$ cat src/rtl/instr_pkg.sv
// Payload types carried across the CPU-NMCU chiplet link.
package instr_pkg;

    // Instruction issued by the CPU-side requester to the NMCU.
    typedef struct packed {
        logic [7:0]  opcode;
        logic [7:0]  dst;
        logic [15:0] operand;
    } instruction_t;

    // Response returned by the NMCU to the CPU side.
    typedef struct packed {
        logic [7:0]  tag;
        logic [1:0]  status;
        logic [31:0] data;
    } nmcu_cpu_resp_t;

endpackage

$ cat src/rtl/nmcu_host_link.sv
// Host-side end of the CPU-NMCU link: command FIFO with credit-limited issue,
// response FIFO back to the requester, and a response watchdog.
module nmcu_host_link
    import instr_pkg::*;
#(
    parameter int unsigned CMD_DEPTH       = 4,
    parameter int unsigned RESP_DEPTH      = 4,
    parameter int unsigned MAX_OUTSTANDING = 4,
    parameter int unsigned TIMEOUT_CYCLES  = 1024
) (
    input  logic                                   clk,
    input  logic                                   rst,

    input  logic                                   host_cmd_valid,
    output logic                                   host_cmd_ready,
    input  instruction_t                           host_cmd,

    output logic                                   cpu_instr_valid,
    input  logic                                   cpu_instr_ready,
    output instruction_t                           cpu_instruction,

    input  logic                                   nmcu_resp_valid,
    output logic                                   nmcu_resp_ready,
    input  nmcu_cpu_resp_t                         nmcu_response,

    output logic                                   host_resp_valid,
    input  logic                                   host_resp_ready,
    output nmcu_cpu_resp_t                         host_resp,

    output logic [$clog2(MAX_OUTSTANDING+1)-1:0]   outstanding,
    output logic                                   timeout_err,
    output logic                                   stray_resp_err,
    input  logic                                   err_clr
);

    localparam int unsigned CAW = $clog2(CMD_DEPTH);
    localparam int unsigned RAW = $clog2(RESP_DEPTH);
    localparam int unsigned OW  = $clog2(MAX_OUTSTANDING + 1);
    localparam int unsigned WW  = $clog2(TIMEOUT_CYCLES + 1);

    localparam logic [CAW:0]  CmdOne  = (CAW + 1)'(1);
    localparam logic [RAW:0]  RespOne = (RAW + 1)'(1);
    localparam logic [OW-1:0] OutOne  = OW'(1);
    localparam logic [OW-1:0] MaxOut  = OW'(MAX_OUTSTANDING);
    localparam logic [WW-1:0] WdOne   = WW'(1);
    localparam logic [WW-1:0] WdLimit = WW'(TIMEOUT_CYCLES);

    // ------------------------------------------------------------------
    // State
    // ------------------------------------------------------------------
    instruction_t   cmd_mem_q  [CMD_DEPTH];
    nmcu_cpu_resp_t resp_mem_q [RESP_DEPTH];

    logic [CAW:0]    cmd_wptr_q,  cmd_wptr_d;
    logic [CAW:0]    cmd_rptr_q,  cmd_rptr_d;
    logic [RAW:0]    resp_wptr_q, resp_wptr_d;
    logic [RAW:0]    resp_rptr_q, resp_rptr_d;
    logic [OW-1:0]   outstanding_q, outstanding_d;
    logic [WW-1:0]   wd_cnt_q, wd_cnt_d;
    logic            timeout_err_q, timeout_err_d;
    logic            stray_err_q, stray_err_d;

    // ------------------------------------------------------------------
    // Derived status and handshakes
    // ------------------------------------------------------------------
    logic cmd_empty, cmd_full, resp_empty, resp_full;
    logic cmd_push, cmd_issue, resp_accept, resp_pop;
    logic out_zero, credit_ok, wd_reach;

    // FIFO status, handshakes and the externally visible outputs
    always_comb begin
        cmd_empty  = (cmd_wptr_q == cmd_rptr_q);
        cmd_full   = (cmd_wptr_q[CAW] != cmd_rptr_q[CAW]) &&
                     (cmd_wptr_q[CAW-1:0] == cmd_rptr_q[CAW-1:0]);
        resp_empty = (resp_wptr_q == resp_rptr_q);
        resp_full  = (resp_wptr_q[RAW] != resp_rptr_q[RAW]) &&
                     (resp_wptr_q[RAW-1:0] == resp_rptr_q[RAW-1:0]);

        out_zero   = (outstanding_q == '0);
        credit_ok  = (outstanding_q < MaxOut);

        // Readies come from registered pointers only; rst is folded in so
        // both readies read 0 throughout reset.
        host_cmd_ready  = !cmd_full && !rst;
        nmcu_resp_ready = !resp_full && !rst;

        cpu_instr_valid = !cmd_empty && credit_ok;
        host_resp_valid = !resp_empty;

        // Payloads read 0 whenever nothing is offered.
        cpu_instruction = cpu_instr_valid ? cmd_mem_q[cmd_rptr_q[CAW-1:0]] : '0;
        host_resp       = host_resp_valid ? resp_mem_q[resp_rptr_q[RAW-1:0]] : '0;

        cmd_push    = host_cmd_valid && host_cmd_ready;
        cmd_issue   = cpu_instr_valid && cpu_instr_ready;
        resp_accept = nmcu_resp_valid && nmcu_resp_ready;
        resp_pop    = host_resp_valid && host_resp_ready;

        outstanding    = outstanding_q;
        timeout_err    = timeout_err_q;
        stray_resp_err = stray_err_q;
    end

    // Next-state for both FIFO pointer pairs
    always_comb begin
        cmd_wptr_d  = cmd_wptr_q;
        cmd_rptr_d  = cmd_rptr_q;
        resp_wptr_d = resp_wptr_q;
        resp_rptr_d = resp_rptr_q;
        if (cmd_push) begin
            cmd_wptr_d = cmd_wptr_q + CmdOne;
        end
        if (cmd_issue) begin
            cmd_rptr_d = cmd_rptr_q + CmdOne;
        end
        if (resp_accept) begin
            resp_wptr_d = resp_wptr_q + RespOne;
        end
        if (resp_pop) begin
            resp_rptr_d = resp_rptr_q + RespOne;
        end
    end

    // Credit counter: a stray response leaves the count at 0, so an issue in
    // the same cycle still nets +1.
    always_comb begin
        outstanding_d = outstanding_q;
        unique case ({cmd_issue, resp_accept})
            2'b10: outstanding_d = outstanding_q + OutOne;
            2'b01: begin
                if (!out_zero) begin
                    outstanding_d = outstanding_q - OutOne;
                end
            end
            2'b11: begin
                if (out_zero) begin
                    outstanding_d = outstanding_q + OutOne;
                end
            end
            default: outstanding_d = outstanding_q;
        endcase
    end

    // Watchdog counter and sticky error flags; a set beats err_clr
    always_comb begin
        wd_cnt_d = wd_cnt_q;
        if (resp_accept || out_zero) begin
            wd_cnt_d = '0;
        end else if (wd_cnt_q != WdLimit) begin
            wd_cnt_d = wd_cnt_q + WdOne;
        end

        // Flag the moment the limit is reached, not every saturated cycle,
        // so err_clr can acknowledge a long-stuck transaction.
        wd_reach = (wd_cnt_q != WdLimit) && (wd_cnt_d == WdLimit);

        timeout_err_d = wd_reach || (timeout_err_q && !err_clr);
        stray_err_d   = (resp_accept && out_zero) || (stray_err_q && !err_clr);
    end

    // Control state register with asynchronous reset
    always_ff @(posedge clk or posedge rst) begin
        if (rst) begin
            cmd_wptr_q    <= '0;
            cmd_rptr_q    <= '0;
            resp_wptr_q   <= '0;
            resp_rptr_q   <= '0;
            outstanding_q <= '0;
            wd_cnt_q      <= '0;
            timeout_err_q <= 1'b0;
            stray_err_q   <= 1'b0;
        end else begin
            cmd_wptr_q    <= cmd_wptr_d;
            cmd_rptr_q    <= cmd_rptr_d;
            resp_wptr_q   <= resp_wptr_d;
            resp_rptr_q   <= resp_rptr_d;
            outstanding_q <= outstanding_d;
            wd_cnt_q      <= wd_cnt_d;
            timeout_err_q <= timeout_err_d;
            stray_err_q   <= stray_err_d;
        end
    end

    // FIFO storage; contents are only meaningful between the pointers, so no reset
    always_ff @(posedge clk) begin
        if (cmd_push) begin
            cmd_mem_q[cmd_wptr_q[CAW-1:0]] <= host_cmd;
        end
        if (resp_accept) begin
            resp_mem_q[resp_wptr_q[RAW-1:0]] <= nmcu_response;
        end
    end

endmodule

$ cat config.mk
export PLATFORM = sky130hd
export DESIGN_NAME = nmcu_host_link
export DESIGN_NICKNAME = d
export VERILOG_FILES = /design/src/rtl/instr_pkg.sv /design/src/rtl/nmcu_host_link.sv
export SDC_FILE = /design/constraint.sdc
export NUM_CORES = 1
export LEC_CHECK = 0
export BUFFER_PORTS_ARGS = -buffer_cell sky130_fd_sc_hd__buf_2
export CAP_MARGIN = 20
export CELL_PAD_IN_SITES_DETAIL_PLACEMENT = 1
export CELL_PAD_IN_SITES_GLOBAL_PLACEMENT = 2
export CORE_MARGIN = 8
export CORE_UTILIZATION = 39
export CTS_CLUSTER_DIAMETER = 200
export DETAILED_ROUTE_END_ITERATION = 8
export PLACE_DENSITY_LB_ADDON = 0.05
export SYNTH_ARGS = -nofsm -noshare
export SYNTH_HDL_FRONTEND = slang
export SYNTH_SLANG_ARGS = --single-unit
$ cat constraint.sdc
create_clock -name clk -period 2.5 [get_ports clk]
set_input_delay 0.375 -clock clk [delete_from_list [all_inputs] [get_ports clk]]
set_output_delay 0.375 -clock clk [all_outputs]
set_load 0.03 [all_outputs]
Yosys cells after proc, flatten, opt, wreduce, memory -nomap -nowiden:

Memory sizes are Yosys's and may differ from the RTL's.
Index checks and enable logic that the tools add are counted.
W data, S select, Z words.

* bits of input ports: 81
* output and inout bits: 83
* register bits after elaboration: 28
* bits in writable memories: 296
* logic and storage cells: 67
* memories kept: 2

* eq/ne operators: 13
* reduce and logical (&&, ||, !) cells: 25
* mux-type cells: 11
* $lt $le $gt $ge: 1
* add/sub/neg operators: 7

Memory list
* resp_mem_q: words 4, bits a word 42, read ports 1, clocked after memory_dff 0, write ports 1, RTL line nmcu_host_link.sv:52 `nmcu_cpu_resp_t resp_mem_q [RESP_DEPTH];`
* cmd_mem_q: words 4, bits a word 32, read ports 1, clocked after memory_dff 0, write ports 1, RTL line nmcu_host_link.sv:51 `instruction_t cmd_mem_q [CMD_DEPTH];`

Operator list (number)
* $mux W42: 1
* $mux W32: 1
* $mux W11: 2
* $add A3 B1 Y3 const B: 5
* $logic_and A1 B1 Y1: 13
* $add A11 B1 Y11 const B: 1
* $eq A11 B11 Y1 const B: 1
* $ne A11 B11 Y1 const B: 1
* $pmux W3 S3: 1
* $eq A3 B3 Y1: 2
* $logic_not A1 Y1: 6
* $mux W3: 2
* $eq A2 B2 Y1: 2
* $eq A2 B2 Y1 const B: 2
* $mux W1: 4
* $ne A2 B2 Y1 const B: 2
* $logic_not A3 Y1: 1
* $logic_or A1 B1 Y1: 3
* $lt A3 B3 Y1 const B: 1
* $reduce_and A3 Y1: 1
* $reduce_bool A3 Y1: 1
* $sub A3 B1 Y3 const B: 1
* $eq A2 B1 Y1 const B: 1
* $ne A1 B1 Y1: 2

Longest topological paths before layout:

* depth after elaboration: 10
* depth in mapped cells: 9
* mapped depth without buffers: 8

Worst setup path after synthesis:

OpenSTA, ideal clock, no wires.

* path type: flip-flop to flip-flop
* from: register cmd_rptr_q[0]
* to: memory cmd_mem_q[3][0] (netlist bit) (enable)
* library setup time: 0.394 ns
* stages on the path, launching flop included: 5
* data required time: 2.106 ns
* path slack: -0.267 ns
* path buffers: 1
* arrival time: 2.373 ns
* clock period less this slack: 2.767 ns
* cells stage by stage: dfrtp_1 -> buf_6 -> xnor2_2 -> a31oi_1 -> and3_1

* cells in the longest elaborated chain, start to end: 7

Ends and longest elaborated chain
* start, declared: RTL line nmcu_host_link.sv:55 `logic [CAW:0] cmd_rptr_q, cmd_rptr_d;`
* start signal, assigned: RTL line nmcu_host_link.sv:174 `cmd_rptr_q <= cmd_rptr_d;`
* $eq A2 B2 Y1: RTL line nmcu_host_link.sv:74 `(cmd_wptr_q[CAW-1:0] == cmd_rptr_q[CAW-1:0]);`
* $logic_and A1 B1 Y1: RTL line nmcu_host_link.sv:73 `cmd_full = (cmd_wptr_q[CAW] != cmd_rptr_q[CAW]) &&`
* $logic_not A1 Y1: RTL line nmcu_host_link.sv:84 `host_cmd_ready = !cmd_full && !rst;`
* $logic_and A1 B1 Y1: RTL line nmcu_host_link.sv:84
* net host_cmd_ready: RTL line nmcu_host_link.sv:15 `output logic host_cmd_ready,`
* $logic_and A1 B1 Y1: RTL line nmcu_host_link.sv:94 `cmd_push = host_cmd_valid && host_cmd_ready;`
* $mux W1: RTL line nmcu_host_link.sv:186 `if (cmd_push) begin`
* $mux W1 (implied by the code): RTL line nmcu_host_link.sv:187 `cmd_mem_q[cmd_wptr_q[CAW-1:0]] <= host_cmd;`
* end, declared: RTL line nmcu_host_link.sv:51

The timed path passes the listed nets, and every way through them passes these cells.

==> flow_summary.yaml <==
route:
  wl_um: 30200
  drc: 0
  drtIter0Drc: 238
  routedWlPerCell_um: 22.6
  drtPass1Iterations: 4
  vias: 6645
  avgViaCountPerCell: 4.97
  detail-route-antenna-nets: 0
clock_tree:
  cts_tree: "yes"
  clkSlewWorstSetupHoldPaths_ns: 0.06
  numClockSinks: 324
  cts-root-buf: "clkbuf_16"
  clk_latency_ns: 0.51
  cts_buffer_depth: 3
  cts_buffers: 37
  htreeDepth: 2
critical_path:
  cp_slowest_cell: "dfrtp_4"
  crit_path_end_kind: "output port"
  critPathMaxFanout: 8
  max_stage_delay_ns: 0.57
  path_buf_inv: 4
  critPathRequiredTime_ns: 2.12
  ff2ff_path_depth: 7
  path_delay_family: "buffers and inverters"
  crit_top_cell: "buf_12"
  r2r_start: "resp_rptr_q[0]$_DFFE_PP0P_"
  rrSetupSlack_ns: 0.16
  critPathLaunchType: "flip-flop"
  crit_type: "flip-flop to output port"
  path_cells: "buf_12, xnor2_4, nand3b_1, buf_6, buf_12, and2_1, buf_2"
  crit_arrival_ns: 2.19
  r2r-end: "resp_mem_q[3][17]$_DFFE_PP_"
logic_synthesis:
  synth-seq-cells: 324
  ys_types: 41
  synth_top_area_share_pct: 69.4
  synth_edf_count: 296
  synth_top_area_cell: "edfxtp_1"
  synth_area_sq_mm: 0.0128
  syn_nets: 730
  synth_area_leaders: "edfxtp_1, mux4_2, dfrtp_1"
  yosys_warnings: 0
  syn_area_per_cell_sq_um: 20.1
  synthCells: 636
  synthMostInstantiatedCell: "edfxtp_1"
  synth-main-ff-cell: "edfxtp_1"
  synthTopCellsByCount: "edfxtp_1, and2_1, mux4_2"
  async_flop_share_pct: 8.64
  synth_seq_area_share_pct: 74.9
placed_design:
  portBuffers: 163
  gp_congestion: 0.752
  dp_slack_ns: 0.353
  dp_hpwl_um: 17900
cells_and_area:
  final_nets: 959
  syn2layout_area_growth_pct: 31.4
  drive_gt1_share_pct: 49.0
  num-fill-cells: 2959
hold_path:
  min_from: "nmcu_response[12]"
  hp-class: "primary input to flip-flop"
  hold-path-endpoint: "resp_mem_q[3][12]$_DFFE_PP_"
  whs_path_depth: 1
timing:
  finalHoldViolations: 0
  relSlewSlack_pct: 64.2
  finalSetupViolCount: 43
  worst_slack_ns: -0.0632
  fin_skew_ns: 0.0206
  max_slew.worst_pin.slew_ns: 0.536
  final_max_slew_viol_count: 0
  max_freq_mhz: 390
  finalCriticalPeriod_ns: 2.56
  period_share_pct: 103
  grt_setup_unrepaired: "yes"
floorplanning:
  fp.coreArea_sq_mm: 0.0325
  start_util_pct: 39.5
  fp.dieW_um: 197
  core.rowCount: 66
  die_area_sq_mm: 0.0389
  io_pins: 164
  die_h_um: 197
power_and_ir_drop:
  p_sw_share_pct: 34.6
  clkPwrFrac_pct: 21.9
  powerDensity_mw_per_mm2: 1440
  intPower_uw: 15900
  p_switching_uw: 8390
  vdd_drop_max_mv: 0.918
  leakagePower_uw: 0.00612
  pwr-share-comb_pct: 48.8
  p_seq_share_pct: 29.3
  finalPower_uw: 24300
grt:
  grt_use_total_pct: 15.1
  antenna_found_initial: 6
  grt_max_degree: 35
  grt_overflow: 0
  grt_pass1_vias: 7439
  grt_first_pass_wirelength_um: 44700
status:
  violations: "negative setup slack"
  status: "complete, but fails checks"
flow_run:
  drv_cap: 0
[cell type report]
class | count | area, sq um | area share [%]
antenna | 2 | 5.00 | 0.0298
clock buffer | 41 | 972 | 5.78
clock inverter | 25 | 241 | 1.44
inverter | 12 | 45.0 | 0.268
multi-input combinational | 272 | 3250 | 19.3
sequential | 324 | 9600 | 57.1
tap | 442 | 553 | 3.29
timing repair buffer | 218 | 2150 | 12.8
[cells in the final DEF, fill, tap and decap left out, drive strengths merged, types with 2 or more instances in the layout]
cell type / instances
dfrtp: 28
nor2: 14
and3: 6
nand2: 19
inv: 12
nand2b: 2
nand4: 4
clkinv: 18
clkinvlp: 3
mux2i: 2
nand3: 6
mux4: 74
xor2: 11
nor3: 2
ha: 12
buf: 206
diode: 2
bufinv: 4
a21oi: 2
and4: 2
a31oi: 3
xnor2: 15
o21ai: 4
edfxtp: 296
and2: 80
clkbuf: 52
[metal layers]
layer  GRT usage, %  share of wire (%)  vias to the layer above  routed length (um)
met1           18.5                 42                     3467               12700
met2           25.9                 50                      136               15100
li1               -                  -                     2975                   -
met3           3.92                5.4                       59                1630
met4           4.82                2.3                        8                 692
met5              0               0.16                        -                  49
[registers in the layout, summed over array words and instances, names as in the netlist]
name and cells:
wd_cnt_q 11, resp_rptr_q 3, cmd_wptr_q 3, cmd_rptr_q 3
resp_mem_q 168, timeout_err 1, resp_wptr_q 3, stray_resp_err 1
cmd_mem_q 128, outstanding 3
[power by group through the flow]
stage	Clock [uW]	Sequential, uW	Combinational [uW]
4_1_cts	5470	7100	10700
2_1_floorplan	0	7080	5770
3_5_place_dp	0	7160	8430
5_1_grt	5640	7200	12600
3_3_place_gp	0	7110	8390
6_report	5310	7120	11800
[logic make-up (layout without fill, tap and decap cells)]
family	after synthesis	count (layout)	synth area share, %
AOI/OAI and AO/OA	15	15	0.967
xor gates and xnor gates	26	26	1.90
adders and majority gates	13	13	1.33
buffers and inverters	40	296	1.41
DFF	324	324	74.9
muxes	77	77	13.3
other	0	2	0
and+or+nand+nor	141	141	6.26
[through the flow]
stage	area [sq um]	setup TNS (ns)	utilization (%)	std cells	hold slack (ns)
6_report	16800	-1.68	51.8	1336	0.0702
5_1_grt	16800	-6.68	51.8	1335	0.0472
4_1_cts	16400	-2.98	50.4	1315	0.0400
3_5_place_dp	14400	0	44.4	1238	0.484
3_3_place_gp	14400	0	44.4	1238	0.479
2_1_floorplan	12800	0	-	636	0.440
[how the worst max path moves through the flow]
stage / slack, ns / to / start / depth (start not counted)
final: -0.06 / host_resp[31] / resp_rptr_q[0]$_DFFE_PP0P_ / 7
after floorplan: 0.06 / cmd_mem_q[3][0]$_DFFE_PP_ / cmd_rptr_q[0]$_DFFE_PP0P_ / 4
after detailed placement: 0.35 / resp_mem_q[3][21]$_DFFE_PP_ / resp_rptr_q[0]$_DFFE_PP0P_ / 5
after global placement: 0.38 / resp_mem_q[3][21]$_DFFE_PP_ / resp_rptr_q[0]$_DFFE_PP0P_ / 5
after CTS: -0.10 / host_resp[15] / resp_rptr_q[0]$_DFFE_PP0P_ / 5
after global routing: -0.16 / host_resp[31] / resp_rptr_q[0]$_DFFE_PP0P_ / 7
[repair_timing]
item | in CTS | in global routing
gates resized for setup | 188 | 51
setup buffers | 5 | 12
gates cloned | 5 | 10
hold endpoints to repair | 12 | 0
pin swaps | 0 | 32
endpoints found under the setup margin | 74 | 74
hold buffers | 1 | 0
Power figures use the tool's default switching activity.
